File: config.mk
export PLATFORM = sky130hd
export DESIGN_NAME = bus_term_adapter
export DESIGN_NICKNAME = d
export VERILOG_FILES = /design/src/rtl/bus_term_adapter.sv
export SDC_FILE = /design/constraint.sdc
export NUM_CORES = 1
export LEC_CHECK = 0
export ABC_CLOCK_PERIOD_IN_PS = 5400
export CAP_MARGIN = 20
export CORE_UTILIZATION = 29
export CTS_CLUSTER_SIZE = 16
export DETAILED_ROUTE_END_ITERATION = 6
export SLEW_MARGIN = 20
export SYNTH_ARGS = -nofsm -noshare
export SYNTH_HDL_FRONTEND = slang
export SYNTH_HIERARCHICAL = 1
export SYNTH_SLANG_ARGS = --single-unit
export TNS_END_PERCENT = 10
File: constraint.sdc
create_clock -name clk -period 5.4 [get_ports clk]
set_clock_uncertainty 0.2 [all_clocks]
set_input_delay 1.08 -clock clk [delete_from_list [all_inputs] [get_ports clk]]
set_output_delay 1.08 -clock clk [all_outputs]
set_load 0.01 [all_outputs]
File: src/rtl/bus_term_adapter.sv
`default_nettype none
// +----------------------------------------------------------------------+
// | bus_term_adapter: per-terminal TX/RX show-ahead FIFOs with error      |
// | counters for one port of the bus driver.                              |
// | Rev 1.0                                                               |
// +----------------------------------------------------------------------+

module bus_term_fifo #(
  parameter int WIDTH = 16,
  parameter int DEPTH = 8
) (
  input  logic                       clk,
  input  logic                       reset,
  input  logic                       wr,
  input  logic [WIDTH-1:0]           wdata,
  input  logic                       rd,
  output logic [WIDTH-1:0]           head,
  output logic [$clog2(DEPTH):0]     count,
  output logic                       full,
  output logic                       nonempty,
  output logic                       accepted,
  output logic                       dropped,
  output logic                       underflow
);
  localparam int AW = $clog2(DEPTH);
  localparam int CW = AW + 1;
  localparam logic [CW-1:0] C_DEPTH = CW'(DEPTH);

  logic [WIDTH-1:0] r_mem [DEPTH];
  logic [AW-1:0]    r_wptr;
  logic [AW-1:0]    r_rptr;
  logic [CW-1:0]    r_count;
  logic             w_do_rd;
  logic             w_do_wr;

  // A read on an empty FIFO is ignored, so a same-cycle write never bypasses.
  assign w_do_rd   = rd && (r_count != '0);
  assign w_do_wr   = wr && ((r_count != C_DEPTH) || w_do_rd);
  assign accepted  = w_do_wr;
  assign dropped   = wr && !w_do_wr;
  assign underflow = rd && (r_count == '0);

  always_ff @(posedge clk or negedge reset) begin
    if (!reset) begin
      r_wptr  <= '0;
      r_rptr  <= '0;
      r_count <= '0;
    end else begin
      if (w_do_wr) r_wptr <= r_wptr + AW'(1);
      if (w_do_rd) r_rptr <= r_rptr + AW'(1);
      r_count <= r_count + CW'(w_do_wr) - CW'(w_do_rd);
    end
  end

  always_ff @(posedge clk) begin
    if (reset && w_do_wr) r_mem[r_wptr] <= wdata;
  end

  assign head     = (r_count != '0) ? r_mem[r_rptr] : '0;
  assign count    = r_count;
  assign full     = (r_count == C_DEPTH);
  assign nonempty = (r_count != '0);
endmodule

module bus_term_adapter #(
  parameter int         WIDTH = 16,
  parameter int         DEPTH = 8,
  parameter logic [7:0] ID    = 8'h00
) (
  input  logic                   clk,
  input  logic                   reset,
  input  logic                   wr_en,
  input  logic [WIDTH-1:0]       wr_data,
  output logic                   tx_full,
  output logic [$clog2(DEPTH):0] tx_count,
  output logic                   pndng,
  output logic [WIDTH-1:0]       D_pop,
  input  logic                   pop,
  input  logic                   push,
  input  logic [WIDTH-1:0]       D_push,
  input  logic                   rd_en,
  output logic [WIDTH-1:0]       rd_data,
  output logic                   rx_valid,
  output logic                   rx_full,
  output logic [7:0]             tx_ovf_cnt,
  output logic [7:0]             rx_ovf_cnt,
  output logic [7:0]             misroute_cnt,
  output logic                   pop_err
);
  logic                   w_tx_accepted;
  logic                   w_tx_dropped;
  logic                   w_tx_underflow;
  logic                   w_rx_accepted;
  logic                   w_rx_dropped;
  logic                   w_rx_underflow;
  logic [$clog2(DEPTH):0] w_rx_count;
  logic [7:0]             w_dest;
  logic                   w_misroute;
  logic                   w_unused_ok;

  bus_term_fifo #(.WIDTH(WIDTH), .DEPTH(DEPTH)) u_tx (
    .clk(clk), .reset(reset), .wr(wr_en), .wdata(wr_data), .rd(pop),
    .head(D_pop), .count(tx_count), .full(tx_full), .nonempty(pndng),
    .accepted(w_tx_accepted), .dropped(w_tx_dropped), .underflow(w_tx_underflow)
  );

  bus_term_fifo #(.WIDTH(WIDTH), .DEPTH(DEPTH)) u_rx (
    .clk(clk), .reset(reset), .wr(push), .wdata(D_push), .rd(rd_en),
    .head(rd_data), .count(w_rx_count), .full(rx_full), .nonempty(rx_valid),
    .accepted(w_rx_accepted), .dropped(w_rx_dropped), .underflow(w_rx_underflow)
  );

  assign w_unused_ok = &{1'b0, w_tx_accepted, w_rx_underflow, w_rx_count};

  // Misrouted packets are still stored; only counted for the scoreboard.
  assign w_dest     = D_push[WIDTH-1 -: 8];
  assign w_misroute = w_rx_accepted && (w_dest != ID) && (w_dest != 8'hFF);

  always_ff @(posedge clk or negedge reset) begin
    if (!reset) begin
      tx_ovf_cnt   <= '0;
      rx_ovf_cnt   <= '0;
      misroute_cnt <= '0;
      pop_err      <= 1'b0;
    end else begin
      if (w_tx_dropped && tx_ovf_cnt != 8'hFF)   tx_ovf_cnt   <= tx_ovf_cnt + 8'd1;
      if (w_rx_dropped && rx_ovf_cnt != 8'hFF)   rx_ovf_cnt   <= rx_ovf_cnt + 8'd1;
      if (w_misroute && misroute_cnt != 8'hFF)   misroute_cnt <= misroute_cnt + 8'd1;
      if (w_tx_underflow)                        pop_err      <= 1'b1;
    end
  end
endmodule
`default_nettype wire

Yosys cells after proc, flatten, opt, wreduce, memory -nomap -nowiden --
Memories as Yosys holds them, arrays and structs flattened. Index checks and enable logic that the tools add are counted.
Word-level totals: memory bits (writable) 256, input port bits 38, flip-flop bits (word level) 45, output and inout bits 65, word-level logic and storage cells 59, memories kept 2
Operators by class: multiplexer cells 6, add/subtract/negate cells 11, equal/unequal tests 8, reduce and logical (&&, ||, !) cells 22
Memory list:
- u_rx.r_mem | words 8, width 16, rd ports 1, clocked after Yosys merged registers in 0, wr ports 1, line 29 | logic [WIDTH-1:0] r_mem [DEPTH];
- u_tx.r_mem | words 8, width 16, rd ports 1, clocked after Yosys merged registers in 0, wr ports 1, line 29
Operators by type and width (count):
- 16-bit two-way mux | 2
- 8-bit inequality test (second input constant) | 4
- 8-bit by 1-bit adder with 8-bit output (second input constant) | 3
- 1-bit logical AND | 14
- 3-bit by 1-bit adder with 3-bit output (second input constant) | 4
- 4-bit by 1-bit adder with 4-bit output | 2
- 4-bit == test (second input constant) | 2
- 4-bit inequality test (second input constant) | 2
- 4-bit nonzero test | 2
- 8-bit nonzero test | 1
- 4-bit by 1-bit subtractor with 4-bit output | 2
- 4-bit zero test | 1
- 1-bit two-way mux | 4
- 1-bit zero test | 2
- 1-bit logical OR | 2

Logic depth before layout (Yosys ltp) --
word-level depth 7, depth in mapped cells 10, mapped depth without buffers 9

By module --
Netlist, hierarchy kept.
Modules (own cells, without submodules):
- bus_term_fifo | cells an instance 253, times used 2, area an instance 5454.0 um^2
- bus_term_adapter | cells an instance 111, times used 1, area an instance 1223.7 um^2

Worst setup path after synthesis --
No wires, ideal clock.
kind input port to flip-flop, start point input port rd_en, end point memory u_rx.r_mem[2][0] (enable), slack 1.677 ns, arrival time 3.093 ns, stages 3, buffers on the path 0, path through nor2b_1 > o21ai_4 > nor4_1
Between the ends: cells in the longest elaborated chain, start to end 6
RTL lines:
- from (decl) | line 81 | input logic rd_en,
- 1-bit logical AND | line 37 | assign w_do_rd = rd && (r_count != '0);
- 1-bit logical OR | line 38 | assign w_do_wr = wr && ((r_count != C_DEPTH) || w_do_rd);
- 1-bit logical AND | line 38
- 1-bit logical AND | line 56 | if (reset && w_do_wr) r_mem[r_wptr] <= wdata;
- 1-bit two-way mux | line 56
- 1-bit two-way mux (not written as such) | line 56
- to (decl) | line 29
No other way between the ends.

Worst setup path after layout --
start point register u_tx.r_count[2] (netlist: u_tx/count[2]), end point output port D_pop[1]
Between the ends: cells in the longest elaborated chain, start to end 2
RTL lines:
- from (decl) | line 32 | logic [CW-1:0] r_count;
- from (signal assigned) | line 51 | r_count <= r_count + CW'(w_do_wr) - CW'(w_do_rd);
- 4-bit nonzero test | line 59 | assign head = (r_count != '0) ? r_mem[r_rptr] : '0;
- 16-bit two-way mux | line 59
- to (decl) | line 77 | output logic [WIDTH-1:0] D_pop,
No other way between the ends.

==> run_results.csv <==
group,metric,value,unit
status,outcome,"finished, violations left",
status,violations,"DRC",
worst_setup_path,crit_type,"register to output port",
finish,drive_above_1_share,21.9,%
drt,drc,16,
worst_setup_path,cp-end-kind,"output port",
clock_tree,root_buffer,"clkbuf_16",
worst_setup_path,critPathTopFamily,"simple AND/OR/NAND/NOR gates",
finish,layout.nets,810,
floorplanning,fp-row-count,74,
power,intPower,5.47,mW
drt,viasPerCell,4.69,
finish,fin_area,14900,um^2
sta,setup_viol,0,
clock_tree,postCtsHoldBufs,0,
global_routing,overflow,0,
power,powerDensity,519,nW/um^2
power,combPwrFrac,30.7,%
synthesis,syn_area_per_cell,19.7,um^2
hold_path,min_from,"pop_err",
clock_tree,clk_latency,530,ps
global_routing,antenna_found_initial,0,
sta,finalHoldViolations,0,
sta,fmax,0.232,GHz
floorplanning,die_h,206,um
place,port_buffers,102,
worst_setup_path,arrival,3040,ps
power,switchingPower,2.27,mW
hold_path,holdCritPathClass,"register to register",
place,placed_area,13800,um^2
drt,firstDrtPassIters,7,
synthesis,netlist_area,12100,um^2
synthesis,synth_nets,672,
worst_setup_path,cp_cell_sequence,"inv_1, ha_1, nor3b_2, inv_2, and2_1, a22o_1, clkdlybuf4s50_1",
worst_setup_path,crit_path_start_kind,"register",
floorplanning,fp.coreArea,41000,um^2
sta,tightest_slew,896,ps
clock_tree,post_cts_resized,0,
hold_path,whs_endpoint,"pop_err",
sta,slew_headroom,40.3,%
floorplanning,die_w,206,um
sta,rsz0062_at_grt,"no",
worst_setup_path,r2r_cells,9,
finish,multi_input_area,3090,um^2
place,dp_hpwl,15100,um
clock_tree,cts_max_path_buffers,3,
sta,post-route-period-util,79.9,%
worst_setup_path,crit_slowest_cell,"and2_1",
sta,period_needed,4320,ps
power,clkPwrFrac,28.9,%
clock_tree,cts_post_setup_buffers_inserted,0,
clock_tree,cts_tree,"done",
power,power_leakage,5.06,nW
global_routing,grt_pass1_vias,6448,
power,ir_drop,293,uV
flow_run,drv_cap,0,
worst_setup_path,regToRegEndpoint,"rx_ovf_cnt[7]",
worst_setup_path,worst-path-buf-inv,3,
finish,fillers,3797,
sta,slew_viol_final,0,
worst_setup_path,crit_path_start,"u_tx/count[2]",
worst_setup_path,r2r_slack,2770,ps
finish,seq_area,8820,um^2
drt,wire_per_inst,19.0,um
drt,drtIter0Drc,391,
finish,area_delta_synth_final,23.0,%
sta,fin_setup_tns,0,ps
floorplanning,dieArea,42600,um^2
power,power_switching_share,29.3,%
floorplanning,initial_core_util,29.6,%
global_routing,grt_max_degree,35,
global_routing,grt_first_pass_wirelength,37800,um
clock_tree,ctsHtreeMaxLevel,2,
global_routing,grtUsageTotal,11.9,%
place,globalplace.congestion,0.735,
synthesis,netlist_instances,615,
worst_setup_path,critPathMaxStageDelay,720,ps
drt,vias,6138,
drt,ant_nets,0,
synthesis,ys_warn_count,6,
clock_tree,clkTransAtPathRegs,60,ps
floorplanning,io_pins,103,
worst_setup_path,cp.required,4120,ps
drt,drt-total-wl,24800,um
clock_tree,cts.sinks,301,
clock_tree,numCtsBuffers,34,
worst_setup_path,r2r-start,"u_rx/count[2]",
worst_setup_path,path_max_fanout,16,
hold_path,min_path_cells,1,
power,seqPwrFrac,40.4,%
## how the worst max path moves through the flow
stage	endpoint	slack, ps	cells after the start
final	D_pop[1]	1080	7
after global routing	D_pop[1]	930	7
after CTS	D_pop[10]	1030	7
after detailed placement	D_pop[10]	1620	7
after global placement	D_pop[1]	1590	7
after floorplan	u_rx/r_mem[2][0]	1680	3
## sequential cells by signal, summed over array words and instances, names as in the netlist
| register | flops |
|---|---|
| u_rx/r_mem | 128 |
| u_tx/r_mem | 128 |
| misroute_cnt | 8 |
| rx_ovf_cnt | 8 |
| tx_ovf_cnt | 8 |
| u_rx/count | 4 |
| u_tx/count | 4 |
| u_rx/r_rptr | 3 |
| u_rx/r_wptr | 3 |
| u_tx/r_rptr | 3 |
| u_tx/r_wptr | 3 |
| pop_err | 1 |
## through the flow
stage	total power [mW]	cells	worst slack [ps]	utilization, %	hold WS [ps]
final	7.74	1309	1080	36.4	285
after global routing	8.15	1308	926	36.4	307
after CTS	7.87	1308	1030	36.4	279
after detailed placement	5.59	1249	1620	33.8	260
after global placement	5.56	1249	1590	33.8	262
after floorplan	4.62	615	1680	-	259
## cell usage in the layout (no fill, tap or decap), drive strengths merged, types with 14 or more instances in the layout
master	instances
ha	17
nor2	15
nand2	15
inv	22
xnor2	14
clkbuf	37
clkinv	16
buf	25
clkdlybuf4s50	101
dfrtp	45
mux4	64
a22o	32
edfxtp	256
## cell type report
cell class              instances  area share [%]
diodes                          1          0.0168
inverters                      21           0.528
repair buffers                126            8.02
multi-input cells             269            20.7
well taps                     532            4.46
clock buffers                  37            5.92
flip-flops and latches        301            59.1
clock inverters                22            1.22
## power groups by stage
stage / sequential, mW / clock (mW) / combinational (mW)
finish: 3.13 / 2.23 / 2.38
global route: 3.18 / 2.39 / 2.59
detailed placement: 3.19 / 0 / 2.41
global placement: 3.17 / 0 / 2.38
CTS: 3.14 / 2.31 / 2.42
floorplan: 3.02 / 0 / 1.60
## routing by layer
metal / wire [um] / share of wire (%) / global-route usage [%]
met5: 0 / 0 / 0
met4: 666 / 2.7 / 5.02
met3: 1070 / 4.3 / 2.57
met2: 12000 / 48 / 18.9
met1: 11100 / 45 / 15.8
Note: power is estimated with default switching activity, not from simulation.
